`src/rtl/instr_fetch_queue_if.sv`:
```
// Bundle of the host-side and Decode-side signals of the instruction fetch queue.
//
// Handshake: an instruction transfers from host to queue on a rising clock
// edge where in_valid and in_ready are both 1. in_ready depends only on
// registered queue state and reset, never on in_valid or stalled. While not
// transferred, the host may drop in_valid or change in_instr at will.
// On the Decode side, out_valid/out_instr are registered. They change only on
// an edge where stalled is 0; with stalled=1 they hold exactly.
interface instr_fetch_queue_if #(
  parameter int INSTR_W = 16,
  parameter int DEPTH   = 4
);
  localparam int LVL_W = $clog2(DEPTH + 1);

  logic               in_valid;
  logic [INSTR_W-1:0] in_instr;
  logic               in_ready;
  logic               stalled;
  logic               out_valid;
  logic [INSTR_W-1:0] out_instr;
  logic [LVL_W-1:0]   level;
  logic [15:0]        issued_cnt;

  // Host/Decode side: drives offers and the stall, observes everything else.
  modport master (
    output in_valid, in_instr, stalled,
    input  in_ready, out_valid, out_instr, level, issued_cnt
  );

  // Queue side.
  modport slave (
    input  in_valid, in_instr, stalled,
    output in_ready, out_valid, out_instr, level, issued_cnt
  );
endinterface

```
`src/rtl/instr_fetch_queue.sv`:
```
// Instruction fetch queue: DEPTH-entry FIFO in front of a registered output
// stage feeding Decode. An empty queue bypasses the incoming instruction
// straight into the output register. A NOP bubble is issued when nothing is
// available.
module instr_fetch_queue #(
  parameter int                 INSTR_W   = 16,
  parameter int                 DEPTH     = 4,
  parameter logic [INSTR_W-1:0] NOP_INSTR = '0
) (
  input logic                 clock,
  input logic                 reset,
  instr_fetch_queue_if.slave  bus
);
  localparam int                LVL_W    = $clog2(DEPTH + 1);
  localparam int                PTR_W    = $clog2(DEPTH);
  localparam logic [LVL_W-1:0]  LVL_FULL = LVL_W'(DEPTH);

  logic [INSTR_W-1:0] mem [DEPTH];
  logic [PTR_W-1:0]   wr_ptr;
  logic [PTR_W-1:0]   rd_ptr;
  logic [LVL_W-1:0]   level_q;
  logic               out_valid_q;
  logic [INSTR_W-1:0] out_instr_q;
  logic [15:0]        issued_q;

  logic in_ready;
  logic in_fire;
  logic advance;
  logic fifo_empty;
  logic pop;
  logic bypass;
  logic push;

  // Ready comes from the registered level only, so a pop from a full queue
  // does not open the input until the following cycle.
  assign in_ready   = !reset && (level_q < LVL_FULL);
  assign in_fire    = bus.in_valid && in_ready;
  assign advance    = !bus.stalled;
  assign fifo_empty = (level_q == '0);
  assign pop        = advance && !fifo_empty;
  assign bypass     = advance && fifo_empty && in_fire;
  assign push       = in_fire && !bypass;

  // Pointers, occupancy and the Decode-facing output register.
  always_ff @(posedge clock) begin
    if (reset) begin
      wr_ptr      <= '0;
      rd_ptr      <= '0;
      level_q     <= '0;
      out_valid_q <= 1'b0;
      out_instr_q <= NOP_INSTR;
      issued_q    <= '0;
    end else begin
      if (push) wr_ptr <= wr_ptr + 1'b1;
      if (pop)  rd_ptr <= rd_ptr + 1'b1;

      case ({push, pop})
        2'b10:   level_q <= level_q + 1'b1;
        2'b01:   level_q <= level_q - 1'b1;
        default: level_q <= level_q;
      endcase

      if (advance) begin
        if (pop) begin
          out_instr_q <= mem[rd_ptr];
          out_valid_q <= 1'b1;
          issued_q    <= issued_q + 16'd1;
        end else if (bypass) begin
          out_instr_q <= bus.in_instr;
          out_valid_q <= 1'b1;
          issued_q    <= issued_q + 16'd1;
        end else begin
          out_instr_q <= NOP_INSTR;
          out_valid_q <= 1'b0;
        end
      end
    end
  end

  // Storage array; contents need no reset because level gates every read.
  always_ff @(posedge clock) begin
    if (push) mem[wr_ptr] <= bus.in_instr;
  end

  assign bus.in_ready   = in_ready;
  assign bus.out_valid  = out_valid_q;
  assign bus.out_instr  = out_instr_q;
  assign bus.level      = level_q;
  assign bus.issued_cnt = issued_q;

  a_fire_not_full: assert property (@(posedge clock) disable iff (reset)
    in_fire |-> (level_q < LVL_FULL));

  a_pop_not_empty: assert property (@(posedge clock) disable iff (reset)
    pop |-> (level_q != '0));

  a_level_bound: assert property (@(posedge clock) disable iff (reset)
    level_q <= LVL_FULL);

  a_stall_holds: assert property (@(posedge clock) disable iff (reset)
    (bus.stalled && !reset) |=> ($stable(out_valid_q) && $stable(out_instr_q)));

endmodule

```
`src/flat_wrapper.sv`:
```
// flat-port wrapper written by rule: the top's interface ports become plain ports
module instr_fetch_queue_flat 
#(
  parameter int                 INSTR_W   = 16,
  parameter int                 DEPTH     = 4,
  parameter logic [INSTR_W-1:0] NOP_INSTR = '0
)
  (clock, reset, bus_in_valid, bus_in_instr, bus_stalled, bus_in_ready, bus_out_valid, bus_out_instr, bus_level, bus_issued_cnt);
  instr_fetch_queue_if #(.INSTR_W(INSTR_W), .DEPTH(DEPTH)) bus_i ();
  input logic clock;
  input logic reset;
  input wire logic [$bits(bus_i.in_valid)-1:0] bus_in_valid;
  input wire logic [$bits(bus_i.in_instr)-1:0] bus_in_instr;
  input wire logic [$bits(bus_i.stalled)-1:0] bus_stalled;
  output wire logic [$bits(bus_i.in_ready)-1:0] bus_in_ready;
  output wire logic [$bits(bus_i.out_valid)-1:0] bus_out_valid;
  output wire logic [$bits(bus_i.out_instr)-1:0] bus_out_instr;
  output wire logic [$bits(bus_i.level)-1:0] bus_level;
  output wire logic [$bits(bus_i.issued_cnt)-1:0] bus_issued_cnt;
  assign bus_i.in_valid = bus_in_valid;
  assign bus_i.in_instr = bus_in_instr;
  assign bus_i.stalled = bus_stalled;
  assign bus_in_ready = bus_i.in_ready;
  assign bus_out_valid = bus_i.out_valid;
  assign bus_out_instr = bus_i.out_instr;
  assign bus_level = bus_i.level;
  assign bus_issued_cnt = bus_i.issued_cnt;
  instr_fetch_queue #(.INSTR_W(INSTR_W), .DEPTH(DEPTH), .NOP_INSTR(NOP_INSTR)) u_core (.clock(clock), .reset(reset), .bus(bus_i));
endmodule
```
`config.mk`:
```
export PLATFORM = sky130hd
export DESIGN_NAME = instr_fetch_queue_flat
export DESIGN_NICKNAME = d
export VERILOG_FILES = /design/src/rtl/instr_fetch_queue_if.sv /design/src/rtl/instr_fetch_queue.sv /design/src/flat_wrapper.sv
export SDC_FILE = /design/constraint.sdc
export NUM_CORES = 1
export LEC_CHECK = 0
export ABC_AREA = 1
export BUFFER_PORTS_ARGS = -buffer_cell sky130_fd_sc_hd__buf_2
export CORE_UTILIZATION = 45
export DETAILED_ROUTE_END_ITERATION = 8
export GPL_ROUTABILITY_DRIVEN = 0
export GPL_TIMING_DRIVEN = 1
export PLACE_DENSITY = 0.61
export SETUP_SLACK_MARGIN = 0.15
export SLEW_MARGIN = 20
export SYNTH_ARGS = -nofsm -noshare
export SYNTH_HDL_FRONTEND = slang
export SYNTH_SLANG_ARGS = --single-unit
```
`constraint.sdc`:
```
create_clock -name clock -period 5.15 [get_ports clock]
set_clock_uncertainty 0.1 [all_clocks]
set_input_delay 0.7725 -clock clock [delete_from_list [all_inputs] [get_ports clock]]
set_output_delay 0.7725 -clock clock [all_outputs]
set_load 0.01 [all_outputs]
```
# Word-level counts from Yosys, hierarchy flattened
# Memory sizes are Yosys's and may differ from the RTL's. A register that Yosys moved wholly into a read port is not among the register bits.
# Index checks and enable logic that the tools add are counted.
[op_classes]
reduce_logical = 14
addsub = 5
order_cmp = 1
eq_ne = 2
bitwise_logic = 1
muxes = 11
[op_table]
columns = ["op", "n"]
rows = [
  ["two-way mux 16 bit", 4],
  ["adder 16 x 1 -> 16 bit (second input constant)", 1],
  ["logical AND 1 bit", 6],
  ["one-hot mux 3 bit (2 select lines)", 1],
  ["adder 2 x 1 -> 2 bit (second input constant)", 2],
  ["logical NOT 1 bit", 4],
  ["two-way mux 1 bit", 4],
  ["two-way mux 2 bit", 2],
  ["nonzero test 2 bit", 2],
  ["adder 3 x 1 -> 3 bit (second input constant)", 1],
  ["logical NOT 3 bit", 1],
  ["less-than comparator 3 bit (second input constant)", 1],
  ["subtractor 3 x 1 -> 3 bit (second input constant)", 1],
  ["equality test 2 x 1 -> 1 bit (second input constant)", 1],
  ["equality test 2 bit (second input constant)", 1],
  ["AND reduction 2 bit", 1],
  ["inverter 1 bit", 1],
]
[word_totals]
input_bits = 20
ramBits = 64
reg_bits = 40
n_memories = 1
[memory_table]
columns = ["memory", "depth", "word_bits", "read_ports", "rd_clocked_by_memory_dff", "write_ports", "line_no", "source"]
rows = [
  ["u_core.mem", 4, 16, 1, 1, 1, "instr_fetch_queue.sv:18", "logic [INSTR_W-1:0] mem [DEPTH];"],
]

# Depth between registers and ports, before layout
[depth]
ltp_word = 8
mapped_depth = 12

# Worst setup path after synthesis
# OpenSTA, ideal clock, no wires.
[synth_timing]
path_kind = "input -> register"
startpoint = "input reset"
endpoint = "memory u_core.mem[0][0] (enable)"
n_path_buf = 0
stages = 5
arrival_time_ps = 1874
setup_slack_ps = 2788
required_time_ps = 4661
cell_sequence = "nor2_4 nand2_4 inv_1 nand2_2 nor2_1"
[synth_between]
elab_chain_len = 8
[synth_rtl]
columns = ["item", "line_no", "source"]
rows = [
  ["start: declaration", "flat_wrapper.sv:11", "input logic reset;"],
  ["logical NOT 1 bit *", "instr_fetch_queue.sv:36", "assign in_ready = !reset && (level_q < LVL_FULL);"],
  ["logical AND 1 bit *", "instr_fetch_queue.sv:36", ""],
  ["logical AND 1 bit *", "instr_fetch_queue.sv:37", "assign in_fire = bus.in_valid && in_ready;"],
  ["logical AND 1 bit", "instr_fetch_queue.sv:41", "assign bypass = advance && fifo_empty && in_fire;"],
  ["logical NOT 1 bit", "instr_fetch_queue.sv:42", "assign push = in_fire && !bypass;"],
  ["logical AND 1 bit *", "instr_fetch_queue.sv:42", ""],
  ["two-way mux 1 bit *", "instr_fetch_queue.sv:82", "if (push) mem[wr_ptr] <= bus.in_instr;"],
  ["two-way mux 1 bit (implied by the code) *", "instr_fetch_queue.sv:82", ""],
  ["end: declaration", "instr_fetch_queue.sv:18", ""],
]
# Mark *: on every way between the ends. The rest lies on a longest branch, timed or not.

# Worst setup path in the final report
[layout_timing]
startpoint = "input bus_stalled"
endpoint = "register u_core.level_q[2] (netlist: u_core.bus.level[2])"
[layout_between]
elab_chain_len = 7
elab_cells_between_ends = 10
classes_between = "2 x eq/ne; 1 x mux; 7 x reduce/logical"
[layout_rtl]
columns = ["item", "line_no", "source"]
rows = [
  ["start: declaration", "flat_wrapper.sv:14", "input wire logic [$bits(bus_i.stalled)-1:0] bus_stalled;"],
  ["logical NOT 1 bit *", "instr_fetch_queue.sv:38", "assign advance = !bus.stalled;"],
  ["logical AND 1 bit (2 in series)", "instr_fetch_queue.sv:41", ""],
  ["logical NOT 1 bit", "instr_fetch_queue.sv:42", ""],
  ["logical AND 1 bit", "instr_fetch_queue.sv:42", ""],
  ["equality test 2 x 1 -> 1 bit or equality test 2 bit (tied branches)", "instr_fetch_queue.sv:57", "case ({push, pop})"],
  ["one-hot mux 3 bit (2 select lines) or nonzero test 2 bit (tied branches)", "n/a", ""],
  ["end signal: assignment", "instr_fetch_queue.sv:58", "2'b10: level_q <= level_q + 1'b1;"],
  ["end signal: assignment", "instr_fetch_queue.sv:59", "2'b01: level_q <= level_q - 1'b1;"],
  ["end signal: assignment", "instr_fetch_queue.sv:60", "default: level_q <= level_q;"],
  ["end: declaration", "instr_fetch_queue.sv:21", "logic [LVL_W-1:0] level_q;"],
]
# Marked as above.
# A chain may end at the register's enable or synchronous reset.

==> impl_metrics.yaml <==
clock_network:
  cts_setup_buffers: 0
  clk_latency_ns: 0.36
  clk_pin_slew_ns: 0.10
  ctsLongestPathBuffers: 2
  cts_sinks: 106
  hold_buffers: 0
  cts_made_buffers: 9
  htreeDepth: 3
  cts_tree: "done"
  cts_root_buf: "clkbuf_8"
  cts-resized-gates: 0
routing:
  vias: 3385
  ant_nets: 0
  totalWireLength_mm: 9.23
  wl_per_cell_um: 13.4
  via_per_inst: 4.92
  drt_iter0_markers: 81
  dr.pass1.iters: 4
  drc: 0
grt:
  antenna_found_initial: 0
  grt_overflow: 0
  grt_usage_pct: 19.0
  first_global_vias: 3156
  grt_pass1_wl_mm: 15.0
  grt_max_degree: 36
synth:
  yosysMostFrequentCell: "nand2_1"
  synth_seq_area_share_pct: 60.8
  synth_ff_type: "edfxtp_1"
  netlist_instances: 497
  yosysWarnings: 0
  netlist_top_cells_area: "edfxtp_1, dfxtp_1, nand2_1, nor2_1, o21ai_0"
  synth.distinct_cells: 27
  synthTopCellsByCount: "nand2_1, nor2_1, edfxtp_1"
  synth_largest_area_cell: "edfxtp_1"
  avgSynthCellArea_um2: 9.14
  syn-num-nets: 524
  netlist.area_leader.share_pct: 42.3
  syn_area_mm2: 0.00454
  synth_edf_count: 64
  synth-async-reset-ratio_pct: 0
  synth-seq-cells: 106
setup_path:
  crit_path_end_kind: "flip-flop"
  path_class: "in2reg"
  cp.required_ns: 5.31
  crit_fanout: 22
  cp-start-kind: "input port"
  cp.arrival_ns: 2.51
final_layout:
  nets: 577
  diodes: 0
  layout-area-overhead-vs-synth_pct: 12.4
  regArea_mm2: 0.00276
  drive_gt1_share_pct: 15.9
  final_util_pct: 52.3
  fillCellCount: 928
  multi_input_area_mm2: 0.00152
run_status:
  status: "completed"
placement:
  dp_hpwl_mm: 5.66
  portBuffers: 56
  place_ws_ns: 2.40
timing:
  worstMarginPinSlew_ns: 1.05
  rsz0062_at_grt: "no"
  slew_viol_final: 0
  holdWs_ns: 0.374
  relSlewSlack_pct: 29.6
  period_minus_slack_ns: 2.36
  clock.fmax_mhz: 424
  fin_tns_setup_ns: 0
  fin_crit_sh_pct: 45.8
  finalSetupViolCount: 0
  worst_slack_ns: 2.79
  hold_viol: 0
floorplanning:
  core-area_mm2: 0.00977
  ios: 57
  chipHeight_um: 102
  rows: 36
  dieWidth_um: 102
  initial_utilization_pct: 46.5
  die_area_mm2: 0.0105
power:
  power_density_mw_per_mm2: 402
  vdd.ir_drop.worst_uv: 211
  p_leak_uw: 0.00213
run:
  cap_violations: 0
hold_path:
  hp-class: "reg2reg"
-- layer usage --
metal | up-vias | GRT usage, % | wire, µm
met5 | - | 0 | 0
met4 | 0 | 5.49 | 96
met3 | 9 | 3.56 | 311
met2 | 55 | 33.1 | 4620
met1 | 1599 | 23.9 | 4200
li1 | 1722 | - | -
-- cell families (layout without fill, tap and decap cells) --
group / count (synthesis) / count (layout) / synth area share [%]
adder cells (fa/ha/maj): 7 / 7 / 2.09
flip-flops: 106 / 106 / 60.8
XOR/XNOR: 2 / 2 / 0.386
buffers and inverters: 59 / 117 / 5.70
AND/OR/NAND/NOR: 260 / 260 / 23.7
AO/OA/AOI/OAI: 63 / 63 / 7.27
-- area by class of cell --
class / count / share of cell area, %
clock buffer: 11 / 2.57
clock inverter: 5 / 1.08
inverter: 39 / 2.87
multi-input combinational: 332 / 29.8
sequential: 106 / 54.1
tap: 133 / 3.26
timing repair buffer: 62 / 6.37
-- power by group --
part	leakage (µW)	switching (µW)	internal, µW
sequential	0.000920	46.9	980
combinational	0.00112	353	180
clock	0.0000893	269	224
-- layout by cell type (no fill, tap or decap), drive strengths merged --
| master | count |
|---|---|
| clkinvlp | 2 |
| nand3 | 27 |
| clkinv | 3 |
| nor3 | 2 |
| nand2 | 121 |
| nor2 | 103 |
| buf | 62 |
| fa | 1 |
| a21o | 1 |
| bufinv | 1 |
| xor2 | 1 |
| ha | 6 |
| nand4 | 6 |
| o21ai | 40 |
| dfxtp | 42 |
| clkbuf | 11 |
| xnor2 | 1 |
| edfxtp | 64 |
| inv | 38 |
| nor3b | 1 |
| a21oi | 22 |
-- final timing paths --
check / from / to / slack, ns / cells past startpoint
setup / recovery: bus_stalled / u_core.bus.level[2] / 2.79 / 11
hold / removal: u_core.bus.out_valid / u_core.bus.out_valid / 0.37 / 2
setup reg to reg: u_core.bus.level[2] / u_core.bus.level[2] / 2.97 / 12
hold reg to reg: u_core.bus.out_valid / u_core.bus.out_valid / 0.37 / 2
-- critical path: stages --
cell and delay [ns]:
buf_2 0.27, inv_1 0.17, nand2_4 0.07, nand2_2 0.15, ha_1 0.17, inv_1 0.07
fa_1 0.38, a21oi_1 0.14, o21ai_0 0.11, xor2_1 0.14, nor2_1 0.05
-- registers in the layout, indices dropped and copies added (netlist names), named ones only --
signal	count
u_core.bus.issued_cnt	16
u_core.bus.level	3
u_core.bus.out_instr	16
u_core.bus.out_valid	1
u_core.mem	64
u_core.rd_ptr	2
u_core.wr_ptr	2
-- through the flow --
step                cells  total power, µW  cell area, µm²
finish                688             2050            5110
global route          688             2200            5110
CTS                   688             2070            5110
detailed placement    672             1590            4920
global placement      672             1580            4920
floorplan             497             1440            4540
No activity file was read; power rests on OpenSTA's default activity.
